`config.mk`:
```
export PLATFORM = sky130hd
export DESIGN_NAME = par_tx_flat
export DESIGN_NICKNAME = d
export VERILOG_FILES = /design/src/rtl/par_pkg.sv /design/src/rtl/par_tx_if.sv /design/src/rtl/par_tx_shift.sv /design/src/rtl/par_tx.sv /design/src/flat_wrapper.sv
export SDC_FILE = /design/constraint.sdc
export NUM_CORES = 1
export LEC_CHECK = 0
export CORE_MARGIN = 10
export CORE_UTILIZATION = 44
export DETAILED_ROUTE_END_ITERATION = 7
export PLACE_DENSITY = 0.75
export SLEW_MARGIN = 10
export SYNTH_ARGS = -nofsm -noshare
export SYNTH_HDL_FRONTEND = slang
export SYNTH_SLANG_ARGS = --single-unit
```
`constraint.sdc`:
```
create_clock -name clk -period 1.3 [get_ports clk]
set_input_delay 0.195 -clock clk [delete_from_list [all_inputs] [get_ports clk]]
set_output_delay 0.195 -clock clk [all_outputs]
set_load 0.005 [all_outputs]
```
`src/rtl/par_pkg.sv`:
```
// par_pkg: shared state encoding and line-level constants for the parity serial link
package par_pkg;
  typedef enum logic [2:0] {
    IDLE   = 3'b000,
    START  = 3'b001,
    DATA   = 3'b010,
    PARITY = 3'b011,
    STOP   = 3'b100
  } state_t;
  localparam logic LINE_IDLE = 1'b1;
  localparam logic START_BIT = 1'b0;
  localparam logic STOP_BIT  = 1'b1;
endpackage

```
`src/rtl/par_tx_if.sv`:
```
// par_tx_if: request/data and serial-line bundle between a word source and par_tx
interface par_tx_if #(parameter int WIDTH = 8);
  logic             start;
  logic [WIDTH-1:0] data;
  logic             out;
  logic             busy;
  logic             done;
  modport master (output start, data, input out, busy, done);
  modport slave  (input start, data, output out, busy, done);
endinterface

```
`src/rtl/par_tx_shift.sv`:
```
// par_tx_shift: load/shift register, bit counter and running parity for par_tx
module par_tx_shift #(
  parameter int WIDTH = 8
) (
  input  logic             clk,
  input  logic             rst,
  input  logic             load,
  input  logic             shift,
  input  logic [WIDTH-1:0] data_in,
  output logic             bit_out,
  output logic             last,
  output logic             parity
);
  localparam int CW = $clog2(WIDTH + 1);
  logic [WIDTH-1:0] sr;
  logic [CW-1:0]    cnt;
  always_ff @(posedge clk)
    if (rst) begin
      sr     <= '0;
      cnt    <= '0;
      parity <= 1'b0;
    end else if (load) begin
      sr     <= data_in;
      cnt    <= '0;
      parity <= 1'b0;
    end else if (shift) begin
      sr     <= sr >> 1;
      cnt    <= cnt + 1'b1;
      parity <= parity ^ sr[0];
    end
  assign bit_out = sr[0];
  assign last    = cnt == CW'(WIDTH - 1);
endmodule

```
`src/rtl/par_tx.sv`:
```
// par_tx: serial frame transmitter (start bit, LSB-first data, parity, stop bit)
module par_tx
  import par_pkg::*;
#(
  parameter int WIDTH      = 8,
  parameter bit ODD_PARITY = 1'b0
) (
  input  logic     clk,
  input  logic     rst,
  par_tx_if.slave  bus
);
  state_t state;
  logic   accept, bit_out, last, parity;
  // STOP also accepts so back-to-back frames leave no idle gap
  assign accept = bus.start && (state == IDLE || state == STOP);
  par_tx_shift #(.WIDTH(WIDTH)) u_shift (
    .clk     (clk),
    .rst     (rst),
    .load    (accept),
    .shift   (state == DATA),
    .data_in (bus.data),
    .bit_out (bit_out),
    .last    (last),
    .parity  (parity)
  );
  always_ff @(posedge clk)
    if (rst) state <= IDLE;
    else
      case (state)
        IDLE:    state <= accept ? START : IDLE;
        START:   state <= DATA;
        DATA:    state <= last ? PARITY : DATA;
        PARITY:  state <= STOP;
        STOP:    state <= accept ? START : IDLE;
        default: state <= IDLE;
      endcase
  assign bus.busy = state != IDLE;
  assign bus.done = state == STOP;
  assign bus.out  = state == START  ? START_BIT :
                    state == DATA   ? bit_out :
                    state == PARITY ? parity ^ ODD_PARITY :
                    state == STOP   ? STOP_BIT : LINE_IDLE;
endmodule

```
`src/flat_wrapper.sv`:
```
// flat-port wrapper written by rule: the top's interface ports become plain ports
module par_tx_flat import par_pkg::*;
#(
  parameter int WIDTH      = 8,
  parameter bit ODD_PARITY = 1'b0
)
  (clk, rst, bus_start, bus_data, bus_out, bus_busy, bus_done);
  par_tx_if #(.WIDTH(WIDTH)) bus_i ();
  input  logic clk;
  input  logic rst;
  input wire logic [$bits(bus_i.start)-1:0] bus_start;
  input wire logic [$bits(bus_i.data)-1:0] bus_data;
  output wire logic [$bits(bus_i.out)-1:0] bus_out;
  output wire logic [$bits(bus_i.busy)-1:0] bus_busy;
  output wire logic [$bits(bus_i.done)-1:0] bus_done;
  assign bus_i.start = bus_start;
  assign bus_i.data = bus_data;
  assign bus_out = bus_i.out;
  assign bus_busy = bus_i.busy;
  assign bus_done = bus_i.done;
  par_tx #(.WIDTH(WIDTH), .ODD_PARITY(ODD_PARITY)) u_core (.clk(clk), .rst(rst), .bus(bus_i));
endmodule
```
==> metrics.csv <==
metric;value;unit
status;finished with violations;
violated checks;negative setup slack;
Slew Viols, Final;0;
Max stage delay on crit path;0.35;ns
Worst Skew;0.00132;ns
final hold viol count;0;
vias in the first global route;709;
RSZ-0062 raised after global routing;yes;
area delta synth->final;51.4;%
final worst slack;-0.130;ns
Buf+Inv Stages, Crit Path;2;
Critical Path RT;1.11;ns
Hold Path Origin;bus_data[7];
Via Count;716;
crit path cell chain;buf_6 -> or3_1 -> buf_2;
antenna violations before repair;0;
Avg Cell Area, Syn;8.83;sq um
hold slack;0.464;ns
Fmax;0.699;GHz
chip height;60.8;microns
Reg2Reg Depth;4;
Setup CP Type;flip-flop to primary output;
Clock Pin Slew Worst Setup and Hold Paths;0.09;ns
Setup TNS;-0.456;ns
r2r setup slk;-0.06;ns
CP Launch Type;flip-flop;
final setup fails;9;
delay-heaviest family, CP;simple AND/OR/NAND/NOR gates;
Post-Syn Area;733;sq um
die area;0.00370;sq mm
CTS tree;built;
layout cells sized above 1;42.3;%
Gate Count Post-Synth;83;
Max IR drop VDD;0.00100;V
Crit-path slowest cell;or3_1;
drt first-iter violations;9;
YS warnings;0;
Main synth FF type;dfxtp_1;
Syn Nets;95;
Hold EP;u_core.u_shift.sr[7];
count of antenna diodes in the layout;0;
Power Total;1.22;mW
PwrDens;1100;mW/mm^2
Critical Path Sink Type;primary output;
clk sinks;16;
DP HPWL;1250;microns
crit path DAT;1.23;ns
most common cell in the netlist;dfxtp_1;
Seq/Total Area, Yosys;43.7;%
Synth area leader;dfxtp_1;
worst slew pin tran;0.260;ns
I/O pin cnt;14;
Slew headroom;82.6;%
Die X;60.8;microns
number of synthesized flops with an enable pin;0;
Max Fanout on Critical Path;6;
crit path time final;1.43;ns
First-pass DRT Iterations;4;
drt wl/cell;15.2;microns
Final Cycle Share;110;%
IO Port Bufs;13;
Seq cells post-synth;16;
Overflow after GRT;0;
largest net degree at the start of global routing;12;
Overall Global Routing Usage;10.2;%
number of H-tree levels;1;
DRC;0;
maximum buffer depth of the clock tree;2;
gpl congestion;0.703;
Routed Antenna Nets;0;
worst hold stages;3;
worst flop-to-flop path startpoint;u_core.state[0];
Layout Nets;124;
CTS root buf;clkbuf_4;
leak pwr;0.429;nW
TritonCTS Buffers;3;
top cells by area, synth;dfxtp_1 44%, a21oi_1 6.1%, nor3_1 5.5%, nand2_1 3.6%, xnor2_1 3.6%;
# Max-Cap Violations;0;
cell row count;14;
worst min path class;primary input to flip-flop;
final core utilization;72.0;%
FF-to-FF End;u_core.u_shift.cnt[3];
share of Yosys cell area claimed by the top area cell type;43.7;%
Initial Util;47.6;%
Post-synth top cells;16 x dfxtp_1, 9 x a21oi_1, 8 x nor3_1, 7 x nand2_1;
core region area;0.00154;sq mm
Worst-Skew Late Latency;0.29;ns
via density per instance;5.64;
count of different cell masters after synthesis;27;
first-pass GRT wire length;2860;microns
final wirelength;1930;microns
asr flop ratio synth;0;%
## cell usage in the layout, fill, tap and decap left out, types with 4 or more instances in the layout
master and count:
buf_6 5, buf_4 12, nor3_1 8, nand2_1 5, clkdlybuf4s50_1 10, dfxtp_1 13
a21oi_1 6, nor2_1 4
## final cells by class
class | count | area, sq um
inverters | 1 | 3.75
repair buffers | 30 | 277
clock buffers | 4 | 36.3
well taps | 16 | 20.0
multi-input cells | 60 | 449
fillers | 118 | 432
flip-flops and latches | 16 | 324
## registers in the layout, summed over array words and instances, names as in the netlist
| register | cells |
|---|---|
| u_core.u_shift.cnt | 4 |
| u_core.u_shift.parity | 1 |
| u_core.state | 3 |
| u_core.u_shift.sr | 8 |
## worst max-delay path by stage
| stage | start | endpoint | slack [ns] | cells past startpoint |
|---|---|---|---|---|
| 3_3_place_gp | bus_start | u_core.u_shift.cnt[0] | -0.33 | 4 |
| 4_1_cts | u_core.state[1] | bus_busy | -0.13 | 3 |
| 6_report | u_core.state[1] | bus_busy | -0.13 | 3 |
| 3_5_place_dp | bus_start | u_core.u_shift.cnt[0] | -0.32 | 4 |
| 5_1_grt | u_core.state[1] | bus_busy | -0.17 | 3 |
| 2_1_floorplan | u_core.state[2] | u_core.u_shift.cnt[3] | 0.007 | 4 |
## worst reg2reg max path: stages, from the launching register on
cell     delay (ns)
dfxtp_2        0.35
buf_6          0.13
or3b_4         0.39
or3_1          0.32
a21oi_1        0.12
## what timing repair did
item                       CTS  global route
pin swaps                    8             2
hold buffers                 0             0
setup endpoints to repair   17            17
setup buffers                3             2
gates resized for setup     28             8
gates cloned                 0             0
## per-layer routing
metal / up-vias / track usage (%) / part of all wire (%)
met2: 19 / 18.2 / 48
met4: 0 / 6.90 / 3.8
li1: 354 / - / -
met5: - / 0 / 0
met1: 337 / 9.81 / 43
met3: 6 / 2.92 / 4.8
## logic make-up (layout without fill, tap and decap cells)
group / after synthesis / in the layout / share of synthesized area (%)
simple gates: 36 / 36 / 29.9
fa+ha+maj: 1 / 1 / 1.71
xor+xnor: 3 / 3 / 3.58
compound gates: 20 / 20 / 16.2
buf+inv: 7 / 35 / 4.95
flops: 16 / 16 / 43.7
## report_power, final
group,internal [mW],total (mW),switching [mW]
registers,0.528,0.556,0.0279
logic,0.187,0.324,0.137
clock network,0.171,0.338,0.167
## metrics by stage
step                      area (sq um)  instances  setup slack [ns]
after floorplan                    734         83           0.00684
after global placement             941        118            -0.327
after detailed placement           941        118            -0.325
after CTS                         1060        125            -0.134
after global routing              1110        127            -0.166
final                             1110        127            -0.130
(Power assumes the default switching activity.)
